==> src/rtl/multi_tick_irq.sv <==
// Multi-channel periodic tick generator with latched pending/overrun flags
// and a masked, registered interrupt request for an MCU ei_req input.
module multi_tick_irq #(
    parameter int N_CH           = 4,
    parameter int CNT_W          = 24,
    parameter int DEFAULT_PERIOD = 40000
) (
    input  logic              clk,
    input  logic              reset,
    input  logic [N_CH-1:0]   ch_en,
    input  logic [N_CH-1:0]   irq_mask,
    input  logic              wr_en,
    input  logic [3:0]        wr_ch,
    input  logic [CNT_W-1:0]  wr_period,
    input  logic [N_CH-1:0]   ack,
    input  logic [N_CH-1:0]   ovr_clr,
    output logic [N_CH-1:0]   tick,
    output logic [N_CH-1:0]   pending,
    output logic [N_CH-1:0]   overrun,
    output logic              irq
);

    logic [CNT_W-1:0] counter_r [N_CH];
    logic [CNT_W-1:0] period_r  [N_CH];
    logic [N_CH-1:0]  tick_r;
    logic [N_CH-1:0]  pending_r;
    logic [N_CH-1:0]  overrun_r;
    logic             irq_r;

    logic [N_CH-1:0]  wsel_s;
    logic [N_CH-1:0]  wrap_s;
    logic [N_CH-1:0]  pend_nxt_s;
    logic [N_CH-1:0]  ovr_nxt_s;

    // Per-channel wrap detection and next-state of the sticky flags; a write
    // to a channel restarts it, so it cannot wrap on the same edge.
    always_comb begin
        wsel_s     = '0;
        wrap_s     = '0;
        pend_nxt_s = '0;
        ovr_nxt_s  = '0;
        for (int i = 0; i < N_CH; i++) begin
            wsel_s[i] = wr_en && (wr_ch == 4'(i));
            if (!wsel_s[i] && ch_en[i] && (period_r[i] != '0) &&
                (counter_r[i] == period_r[i] - CNT_W'(1))) begin
                wrap_s[i] = 1'b1;
            end else begin
                wrap_s[i] = 1'b0;
            end
            pend_nxt_s[i] = wrap_s[i] | (pending_r[i] & ~ack[i]);
            ovr_nxt_s[i]  = (wrap_s[i] & pending_r[i] & ~ack[i]) |
                            (overrun_r[i] & ~ovr_clr[i]);
        end
    end

    // Counters, periods, flags and the masked interrupt, all on one clock.
    always_ff @(posedge clk) begin
        if (reset) begin
            for (int i = 0; i < N_CH; i++) begin
                counter_r[i] <= '0;
                period_r[i]  <= CNT_W'(DEFAULT_PERIOD);
            end
            tick_r    <= '0;
            pending_r <= '0;
            overrun_r <= '0;
            irq_r     <= 1'b0;
        end else begin
            for (int i = 0; i < N_CH; i++) begin
                if (wsel_s[i]) begin
                    period_r[i]  <= wr_period;
                    counter_r[i] <= '0;
                end else if (!ch_en[i] || (period_r[i] == '0) || wrap_s[i]) begin
                    counter_r[i] <= '0;
                end else begin
                    counter_r[i] <= counter_r[i] + CNT_W'(1);
                end
            end
            tick_r    <= wrap_s;
            pending_r <= pend_nxt_s;
            overrun_r <= ovr_nxt_s;
            irq_r     <= |(pend_nxt_s & irq_mask);
        end
    end

    assign tick    = tick_r;
    assign pending = pending_r;
    assign overrun = overrun_r;
    assign irq     = irq_r;

endmodule

==> config.mk <==
export PLATFORM = sky130hd
export DESIGN_NAME = multi_tick_irq
export DESIGN_NICKNAME = d
export VERILOG_FILES = /design/src/rtl/multi_tick_irq.sv
export SDC_FILE = /design/constraint.sdc
export NUM_CORES = 1
export LEC_CHECK = 0
export BUFFER_PORTS_ARGS = -buffer_cell sky130_fd_sc_hd__buf_2
export CORE_MARGIN = 3
export CORE_UTILIZATION = 27
export CTS_BUF_LIST = sky130_fd_sc_hd__clkbuf_8
export DETAILED_ROUTE_END_ITERATION = 10
export PLACE_DENSITY = 0.52
export SYNTH_ARGS = -nofsm -noshare
export SYNTH_HDL_FRONTEND = slang
export SYNTH_SLANG_ARGS = --single-unit
==> constraint.sdc <==
create_clock -name clk -period 4.8 [get_ports clk]
set_input_delay 0.24 -clock clk [delete_from_list [all_inputs] [get_ports clk]]
set_output_delay 0.24 -clock clk [all_outputs]
set_load 0.005 [all_outputs]
# Yosys cells after proc, flatten, opt, wreduce, memory -nomap -nowiden
# Memory sizes are Yosys's and may differ from the RTL's.
# Index checks and enable logic that the tools add are counted.
# Widths: inputs -> output; s select.
[totals]
ff_bits = 13
latch_bits = 0
mem_bits_rw = 192
romBits = 0
n_memories = 2
[op_classes]
n_eq_ne = 7
n_mul = 0
div = 0
shift = 0
addsub = 8
n_mux = 66
reduce_logical = 42
bitwise_logic = 49
order_cmp = 0
[mem_list]
columns = ["memory", "words", "width", "read_ports", "rd_clocked_by_memory_dff", "write_ports", "line_no", "source"]
rows = [
  ["counter_r", 4, 24, 4, 0, 4, "23", "logic [CNT_W-1:0] counter_r [N_CH];"],
  ["period_r", 4, 24, 4, 0, 4, "24", "logic [CNT_W-1:0] period_r [N_CH];"],
]
[ops]
columns = ["op", "count"]
rows = [
  ["$mux 24", 16],
  ["$add 24x1->24 const B", 4],
  ["$eq 24x24->1", 4],
  ["$logic_not 24->1", 4],
  ["$reduce_bool 24->1", 4],
  ["$sub 24x1->24 const B", 4],
  ["$mux 1", 50],
  ["$or 1x1->1", 24],
  ["$and 1x1->1", 16],
  ["$logic_and 1x1->1", 16],
  ["$eq 4x2->1 const B", 2],
  ["$logic_not 1->1", 8],
  ["$logic_or 1x1->1", 8],
  ["$not 1->1", 8],
  ["$and 4x4->4", 1],
  ["$eq 4x1->1 const B", 1],
  ["$logic_not 4->1", 1],
  ["$reduce_or 4->1", 1],
]

# Longest topological paths before layout
# Gate-level depths: netlist of the first run.
[logic_depth]
ltp_word = 14
mapped_depth = 12

# Least setup slack after synthesis of the first run
# OpenSTA, ideal clock, no wires.
[synth_path]
path_type = "reg-to-reg"
startpoint = "mem period_r[0][0]"
endpoint = "mem counter_r[0][17] (data pin)"
arrival_ns = 2.775
required_ns = 4.546
setup_time_ns = 0.254
period_less_slack_ns = 3.030
path_slack_ns = 1.770
path_buffers = 2
path_stages_with_launch = 13
cell_sequence = "edfxtp_1 > inv_1 > ha_1 > nor3b_1 > xnor2_1 > nor4b_1 > a21oi_1 > or4_1 > nor4_1 > or3_1 > buf_4 > buf_6 > nor2_1"
[synth_rtl]
columns = ["element", "line_no"]
rows = [
  ["start, declared", "24"],
  ["end, declared", "23"],
]

==> run_results.csv, run 1 <==
group,metric,value,unit
timing,setup-violations-final,0,
placement,pre_cts_ws,935,ps
floorplan,fp.dieArea,0.0494,sq mm
logic_synthesis,synth_cell_types,76,
setup_path,reg2reg_from,"period_r[0][0]",
final_layout,drive_above_1_share,10.5,%
setup_path,cp_top_family,"simple AND/OR/NAND/NOR gates",
logic_synthesis,syn_inst,1224,
run_status,status,"finished clean",
power_and_ir_drop,internal_power,2960,uW
logic_synthesis,synth_top_family_by_area,"simple AND/OR/NAND/NOR gates",
timing,period_needed,3880,ps
clock_tree,insertion_delay,540,ps
timing,finalMaxSlewViolations,0,
power_and_ir_drop,peakVddDrop,0.157,mV
setup_path,crit_start,"period_r[0][0]",
timing,period_share,80.9,%
global_route,grt_max_degree,43,
power_and_ir_drop,power.density,280,mW/mm^2
logic_synthesis,synth_xor_area_share,14.9,%
floorplan,start_util,27.6,%
clock_tree,clock-root-buffer,"clkbuf_8",
logic_synthesis,synth_top_area_share,45.7,%
global_route,antenna_found_initial,1,
logic_synthesis,ys_warn_count,0,
final_layout,final_cell_area,0.0145,sq mm
final_layout,multi_input_area,0.00663,sq mm
placement,placed_area,0.0139,sq mm
timing,rsz0062_at_grt,"no",
logic_synthesis,yosys.area.top_type,"edfxtp_1",
logic_synthesis,synthSimpleGateAreaFrac,27.4,%
clock_tree,cts_sinks,205,
global_route,grt_pass1_wl,49.4,mm
power_and_ir_drop,p_leak,0.00504,uW
clock_tree,tritoncts,"done",
logic_synthesis,synthArstFlopShare,0,%
setup_path,slowest_delay,710,ps
logic_synthesis,syn_area,0.0126,sq mm
logic_synthesis,ys_ff_latch,205,
setup_path,crit_arrival,4130,ps
clock_tree,htree_levels,2,
floorplan,boundaryPins,60,
power_and_ir_drop,p_comb_share,10.5,%
timing,holdWs,61.5,ps
final_layout,nFillCells,4750,
setup_path,crit_chain,"inv_1 -> ha_1 -> nor3b_1 -> xnor2_1 -> nor4b_1 -> a21oi_1 -> or4_1 -> nor4_1 -> or3_1 -> nor2_1",
hold_path,hold_class,"in -> reg",
setup_path,cp_max_fo,24,
power_and_ir_drop,p_sw_share,27.3,%
hold_path,min_from,"irq_mask[0]",
setup_path,critPathKind,"reg -> reg",
job,maxCapViolations,0,
logic_synthesis,synth_edf_count,192,
logic_synthesis,synth_area_per_cell,10.3,sq um
logic_synthesis,synthTopCellsByArea,"edfxtp_1, xnor2_1, xor2_1",
clock_tree,cts_buffer_depth,3,
power_and_ir_drop,power_switching,1110,uW
logic_synthesis,synth_seq_area_share,47.7,%
global_route,track_usage,12.3,%
timing,slew-limit-headroom,22.7,%
setup_path,end_kind,"flip-flop",
placement,globalplace.congestion,0.873,
floorplan,die_h,222,um
placement,portBuffers,59,
power_and_ir_drop,power_frac_seq,54.1,%
setup_path,worst_path_max_delay_cell,"or3_1",
route,drt-initial-drc-count,689,
logic_synthesis,synth_compound_gate_area_share,5.79,%
timing,finalHoldViolCount,0,
timing,tightest_slew,1160,ps
final_layout,n_antenna_cell,0,
route,vias,9464,
placement,hpwl,23.0,mm
global_route,grt_pass1_vias,9191,
clock_tree,post_cts_resized,0,
logic_synthesis,synthMuxAreaShare,0.406,%
timing,skew,19.7,ps
route,drt-pass1-iter-count,5,
power_and_ir_drop,p_clk_share,35.4,%
final_layout,nNetsFinal,1451,
final_layout,final_util,31.8,%
clock_tree,clk_pin_slew,60,ps
floorplan,core-area,0.0458,sq mm
logic_synthesis,synth_flop_cell,"edfxtp_1",
timing,fin_setup_tns,0,ps
timing,setup_slack,916,ps
floorplan,die_width,222,um
logic_synthesis,synth_fa_ha_area_share,1.09,%
route,via_per_inst,4.69,
setup_path,cp_num_buf_inv,1,
route,post_drt_wl_per_cell,15.3,um
clock_tree,cts_buffers,37,
final_layout,area_growth,15.2,%
route,route.detailed.drc,0,
route,wl,30.9,mm
floorplan,fp-row-count,78,
final_layout,seq_area,0.00603,sq mm
timing,fmax,257,MHz
route,ant_nets,0,
global_route,gr-total-overflow,0,
clock_tree,cts_setup_buffers,0,
setup_path,start_kind,"flip-flop",
setup_path,crit_required,5040,ps
[metal layers]
metal  routed length, um  vias up  share of wire, %  global-route usage, %
li1                    -     4672                 -                      -
met1               15500     4527                50                   18.4
met2               12700      227                41                   18.0
met3                2260       38               7.3                   3.08
met4                 462        0               1.5                   2.62
met5                   0        -                 0                      0
[stage by stage]
stage	cells	total power [uW]
after global placement	1946	2650
final	2016	4070
after detailed placement	1946	2660
after CTS	2016	4140
after global routing	2016	4290
after floorplan	1319	2510
[cell families (layout without fill, tap and decap cells)]
kind of cell    count (synthesis)  count (layout)
simple gates                  618             618
xor+xnor                      215             215
flops                         205             205
compound gates                 99              99
buf+inv                        70             167
fa+ha+maj                      11              11
mux                             5               5
other cells                     1              96
[synth_stat cells (all sizes together) (5+ instances only)]
cell type / count
edfxtp: 192
nor2: 156
xnor2: 111
xor2: 104
and2: 81
nand3: 62
nand2: 61
nor4: 38
nor3: 34
or3: 34
inv: 32
and3: 30
clkbuf: 28
nand4: 28
a21oi: 22
or4: 22
o21ai: 17
dfxtp: 13
nor2b: 13
ha: 11
nand2b: 11
buf: 10
nor3b: 10
nand3b: 9
or2: 8
nor4b: 7
a211oi: 6
nand4b: 6
a311oi: 5
o2111ai: 5
o211ai: 5
[layout make-up]
class | count | area share [%]
multi-input cells | 1044 | 45.5
flip-flops and latches | 205 | 41.4
well taps | 600 | 5.16
clock buffers | 37 | 3.50
repair buffers | 73 | 2.89
inverters | 32 | 0.826
clock inverters | 25 | 0.671
[power by group through the flow]
stage	sequential (uW)	combinational, uW	clock (uW)
detailed placement	2240	416	0
global placement	2240	411	0
finish	2200	427	1440
global route	2220	479	1590
CTS	2200	425	1510
floorplan	2180	328	0
[state kept, by name, summed over array words and instances, names as in the netlist]
| signal | cells |
|---|---|
| overrun | 4 |
| tick | 4 |
| counter_r | 96 |
| pending | 4 |
| irq | 1 |
| period_r | 96 |
[tightest hold or removal path: cells and delay by family]
| kind | cells | cell delay, ps |
|---|---|---|
| AND/OR/NAND/NOR | 1 | 80 |
| buffers and inverters | 1 | 110 |
| AO/OA/AOI/OAI | 1 | 110 |
[cells in the final DEF (no fill, tap or decap), drive strengths merged, types with 17 or more instances in the layout]
cell,netlist,routed
a21oi,22,22
and2,81,81
and3,30,30
buf,10,65
clkbuf,28,37
conb,1,96
edfxtp,192,192
inv,32,51
nand2,61,61
nand3,62,62
nand4,28,28
nor2,156,156
nor3,34,34
nor4,38,38
o21ai,17,17
or3,34,34
or4,22,22
xnor2,111,111
xor2,104,104
[worst paths after layout]
path	endpoint	slack (ps)	depth (start not counted)
max	counter_r[0][10]	920	10
min	irq	60	3
max reg2reg	counter_r[0][10]	920	10
min reg2reg	overrun[0]	470	2
[repair_timing]
item | 4_1_cts | 5_1_grt
hold buffers | 8 | 0
endpoints found under the hold margin | 8 | 0
setup endpoints to repair | 0 | 0
(Power assumes the default switching activity.)
==> run 2, diff against run 1 <==
==> constraint.sdc (replaced) <==
create_clock -name clk -period 3.8 [get_ports clk]
set_input_delay 0.19 -clock clk [delete_from_list [all_inputs] [get_ports clk]]
set_output_delay 0.19 -clock clk [all_outputs]
set_load 0.005 [all_outputs]
==> run 2 against run 1 <==
  * Worst setup slack worse by 660 ps
  * Core utilization is 0.53 points higher
  * Clock skew is 0.97 ps lower
  * Wire length is 1.7% higher
  * First-iteration DRC count fell by 8.7%
  * Count of clock-buffer cells in the layout did not move
  * Combinational power increased by 30%
  * Fmax is 9.7% higher
  * Sequential power is 26% higher
  * Cell area is 1.7% higher
  * Power rose by 29%
  * Critical path type unchanged
==> run_results.csv, run 2 (synthesis gave the netlist of run 1 again) <==
group,metric,value,unit
run_status,status,"finished clean",
setup_path,critPathKind,"reg -> reg",
setup_path,crit_required,4280,ps
power_and_ir_drop,power.density,356,mW/mm^2
timing,rsz0062_at_grt,"no",
timing,period_share,93.2,%
floorplan,start_util,27.6,%
timing,finalHoldViolCount,0,
route,post_drt_wl_per_cell,15.4,um
clock_tree,cts_setup_buffers,0,
clock_tree,cts_sinks,205,
global_route,grt_pass1_vias,9325,
final_layout,nNetsFinal,1471,
placement,hpwl,23.1,mm
setup_path,end_kind,"flip-flop",
global_route,track_usage,12.5,%
timing,fin_setup_tns,0,ps
clock_tree,clock-root-buffer,"clkbuf_8",
final_layout,area_growth,17.2,%
timing,tightest_slew,1170,ps
final_layout,drive_above_1_share,11.1,%
floorplan,fp-row-count,78,
clock_tree,clk_pin_slew,70,ps
route,vias,9599,
global_route,gr-total-overflow,0,
global_route,grt_max_degree,44,
floorplan,core-area,0.0458,sq mm
clock_tree,tritoncts,"done",
placement,placed_cells,1954,
clock_tree,insertion_delay,560,ps
floorplan,boundaryPins,60,
clock_tree,cts_buffer_depth,3,
hold_path,hold_class,"in -> reg",
floorplan,fp.dieArea,0.0494,sq mm
timing,holdWs,53.5,ps
placement,globalplace.congestion,0.823,
timing,setup-violations-final,0,
timing,finalMaxSlewViolations,0,
placement,portBuffers,59,
setup_path,cp_max_fo,8,
job,maxCapViolations,0,
final_layout,stdcell_count,2037,
timing,slew-limit-headroom,22.3,%
global_route,antenna_found_initial,1,
power_and_ir_drop,p_leak,0.00513,uW
route,route.detailed.drc,0,
final_layout,nFillCells,4763,
timing,skew,18.7,ps
power_and_ir_drop,peakVddDrop,0.283,mV
setup_path,crit_arrival,4020,ps
final_layout,final_util,32.3,%
route,drt-pass1-iter-count,5,
route,wl,31.4,mm
route,via_per_inst,4.71,
route,ant_nets,0,
final_layout,reg_top3,"counter_r x96, period_r x96",
global_route,grt_pass1_wl,50.0,mm
timing,fmax,282,MHz
hold_path,whs_path_depth,2,
setup_path,start_kind,"flip-flop",
floorplan,die_h,222,um
setup_path,r2r_cells,10,
final_layout,layout_commonest_cell,"edfxtp_1",
final_layout,final_cell_mix,"edfxtp_1, nor2_1, xnor2_1",
route,drt-initial-drc-count,629,
clock_tree,htree_levels,2,
floorplan,die_width,222,um
power_and_ir_drop,design_power_total,5260,uW
timing,period_needed,3540,ps
clock_tree,cts_buffers,36,
-- run 2: cell count changes in the layout (fill, tap and decap cells not counted), moves of 5 or more --
cell	previous run	this run
buf_4	6	14
clkinv_1	3	8
inv_1	51	43
dlygate4sd3_1	8	21
-- run 2: cell type report --
| cell class | instances | area (sq um) | area share [%] |
|---|---|---|---|
| Sequential cell | 205 | 6030 | 40.7 |
| Clock inverter | 24 | 121 | 0.821 |
| Timing Repair Buffer | 94 | 611 | 4.13 |
| Antenna cell | 1 | 2.50 | 0.0169 |
| Tap cell | 600 | 751 | 5.08 |
| Clock buffer | 37 | 509 | 3.44 |
| Multi-Input combinational cell | 1044 | 6650 | 45.0 |
| Inverter | 32 | 120 | 0.812 |
-- run 2: path summary, 6_finish.rpt --
path | end | from | slack (ps)
min reg2reg | overrun[1] | overrun[1] | 490
min | period_r[1][2] | wr_period[2] | 50
max | irq | period_r[1][0] | 260
max reg2reg | irq | period_r[1][0] | 260
-- run 2: timing repair --
action | 4_1_cts | 5_1_grt
setup endpoints to repair | 0 | 2
resized for setup | 0 | 5
hold buffers | 21 | 0
hold endpoints to repair | 25 | 0
-- run 2: worst max-delay path, stage by stage (launching register included) --
cell	delay [ps]
edfxtp_1	480
inv_1	120
ha_1	300
or3b_2	530
nor4_2	370
o2111ai_1	220
o2bb2a_1	290
nand4_1	120
or3_1	540
o221a_2	340
a41oi_2	160
-- run 2: where the power goes --
part / switching, uW / internal (uW)
clock: 962 / 966
sequential: 177 / 2600
combinational: 308 / 245
total: 1450 / 3810
-- run 2: layer usage --
metal,GRT usage (%),up-vias,routed length (um)
li1,-,4717,-
met1,19.1,4604,16100
met2,18.1,232,12700
met3,2.35,46,2060
met4,3.14,0,545
met5,0,-,0
-- run 2: metrics by stage --
stage,instance area [sq um],setup slack (ps)
after CTS,14800,134
after detailed placement,13900,319
after global routing,14800,25.3
after floorplan,13000,770
final,14800,259
after global placement,13900,436
==> run 3, diff against run 2 <==
--- a/config.mk
+++ b/config.mk
@@ -6,11 +6,12 @@
 export NUM_CORES = 1
 export LEC_CHECK = 0
 export BUFFER_PORTS_ARGS = -buffer_cell sky130_fd_sc_hd__buf_2
+export CAP_MARGIN = 5
 export CORE_MARGIN = 3
-export CORE_UTILIZATION = 27
+export CORE_UTILIZATION = 30
 export CTS_BUF_LIST = sky130_fd_sc_hd__clkbuf_8
 export DETAILED_ROUTE_END_ITERATION = 10
-export PLACE_DENSITY = 0.52
+export PLACE_DENSITY = 0.56
 export SYNTH_ARGS = -nofsm -noshare
 export SYNTH_HDL_FRONTEND = slang
 export SYNTH_SLANG_ARGS = --single-unit
==> run 3 against run 2 <==
  * Clock power is 4% higher
  * Worst setup slack better by 1.5 ps
  * Flip-flop and latch count unchanged
  * Die area is 9.7% lower
  * Worst hold slack worse by 17 ps
  * Non-clock buffer count is 2 higher
  * Cell area unchanged
  * Wire length decreased by 0.14%
==> run_results.csv, run 3 (synthesis gave the netlist of run 1 again) <==
group,metric,value,unit
final_layout,drive_above_1_share,11.5,%
power_and_ir_drop,p_leak,0.00516,uW
clock_tree,tritoncts,"done",
timing,period_share,93.2,%
timing,finalHoldViolCount,0,
setup_path,crit_arrival,3990,ps
final_layout,area_growth,17.2,%
timing,skew,47.6,ps
timing,fmax,283,MHz
timing,finalMaxSlewViolations,0,
power_and_ir_drop,power.density,361,mW/mm^2
floorplan,fp-row-count,74,
setup_path,critPathKind,"reg -> reg",
placement,hpwl,23.2,mm
setup_path,end_kind,"flip-flop",
placement,globalplace.congestion,0.882,
route,via_per_inst,4.85,
timing,rsz0062_at_grt,"no",
timing,fin_setup_tns,0,ps
clock_tree,cts_setup_buffers,0,
final_layout,nFillCells,4116,
route,route.detailed.drc,0,
route,post_drt_wl_per_cell,15.9,um
clock_tree,cts_sinks,205,
timing,slew-limit-headroom,23.9,%
placement,portBuffers,59,
global_route,grt_max_degree,27,
clock_tree,clk_pin_slew,60,ps
power_and_ir_drop,peakVddDrop,0.244,mV
timing,tightest_slew,1140,ps
floorplan,core-area,0.0412,sq mm
clock_tree,clock-root-buffer,"clkbuf_8",
route,vias,9598,
hold_path,whs_path_depth,2,
setup_path,regToRegSetupSlack,260,ps
clock_tree,insertion_delay,560,ps
setup_path,r2r_cells,10,
global_route,antenna_found_initial,3,
hold_path,hold_class,"in -> reg",
floorplan,boundaryPins,60,
route,ant_nets,0,
hold_path,min_from,"wr_period[4]",
route,dr.max_layer_used,"met4",
floorplan,die_width,211,um
setup_path,rr_endpoint,"irq",
route,wl,31.4,mm
floorplan,fp.dieArea,0.0446,sq mm
job,maxCapViolations,0,
setup_path,reg2reg_from,"period_r[1][0]",
clock_tree,htree_levels,2,
global_route,grt_pass1_vias,9462,
route,drt-initial-drc-count,664,
timing,setup-violations-final,0,
setup_path,cp_max_fo,8,
clock_tree,cts_buffers,38,
route,drt-met1-wl,14.6,mm
hold_path,holdPathEnd,"period_r[0][4]",
route,wl_met2,13.7,mm
run_status,status,"finished clean",
floorplan,die_h,211,um
final_layout,nNetsFinal,1475,
route,drt-pass1-iter-count,5,
setup_path,start_kind,"flip-flop",
route,route.met3.wl,1.99,mm
placement,placed_area,0.0138,sq mm
clock_tree,cts_buffer_depth,3,
setup_path,crit_required,4250,ps
final_layout,reg_top3,"counter_r x96, period_r x96",
final_layout,n_antenna_cell,0,
global_route,grt_pass1_wl,50.5,mm
timing,period_needed,3540,ps
final_layout,final_util,35.9,%
final_layout,final_cell_area,0.0148,sq mm
final_layout,final_cell_mix,"edfxtp_1, nor2_1, xnor2_1",
floorplan,start_util,30.6,%
global_route,track_usage,14.2,%
global_route,gr-total-overflow,0,
final_layout,layout_commonest_cell,"edfxtp_1",
run 3: layer usage:
metal / global-route usage (%) / vias to the layer above
li1: - / 4731
met1: 19.8 / 4560
met2: 21.6 / 239
met3: 2.93 / 68
met4: 5.40 / 0
met5: 0 / -
run 3: cell type report:
cell class | count | area [sq um] | area share, %
Sequential cell | 205 | 6030 | 40.7
Clock buffer | 39 | 537 | 3.63
Timing Repair Buffer | 96 | 633 | 4.28
Clock inverter | 29 | 158 | 1.07
Multi-Input combinational cell | 1044 | 6650 | 45.0
Tap cell | 532 | 666 | 4.50
Inverter | 32 | 120 | 0.812
run 3: worst max-delay path, stage by stage, from the launching register on:
cell and delay, ps:
edfxtp_1 490, inv_1 120, ha_1 300, or3b_2 530, nor4_2 370, o2111ai_1 170
o2bb2a_1 280, nand4_1 140, or3_1 530, o221a_2 330, a41oi_2 160
run 3: power by group:
group | switching [uW] | total, uW | internal [uW]
Sequential | 184 | 2790 | 2600
Clock | 972 | 2000 | 1030
Combinational | 301 | 547 | 247
run 3: how the worst max path moves through the flow:
| stage | endpoint | start | depth (start not counted) |
|---|---|---|---|
| after detailed placement | irq | period_r[1][0] | 10 |
| final | irq | period_r[1][0] | 10 |
| after CTS | overrun[3] | period_r[3][2] | 10 |
| after global routing | overrun[3] | period_r[3][2] | 10 |
| after global placement | irq | period_r[1][0] | 10 |
| after floorplan | counter_r[0][17] | period_r[0][0] | 12 |
run 3: per-stage QoR:
step	cells	hold WS, ps	setup slack (ps)	total power (uW)
floorplan	1319	294	770	3170
global placement	1885	383	384	3350
detailed placement	1885	385	315	3360
CTS	1977	0.377	70.0	5420
global route	1977	1.05	8.66	5610
finish	1977	36.5	260	5340
run 3: repair_timing:
action / 4_1_cts / 5_1_grt
gates resized for setup: 0 / 4
hold buffers: 24 / 0
endpoints found under the hold margin: 36 / 0
setup endpoints to repair: 0 / 1
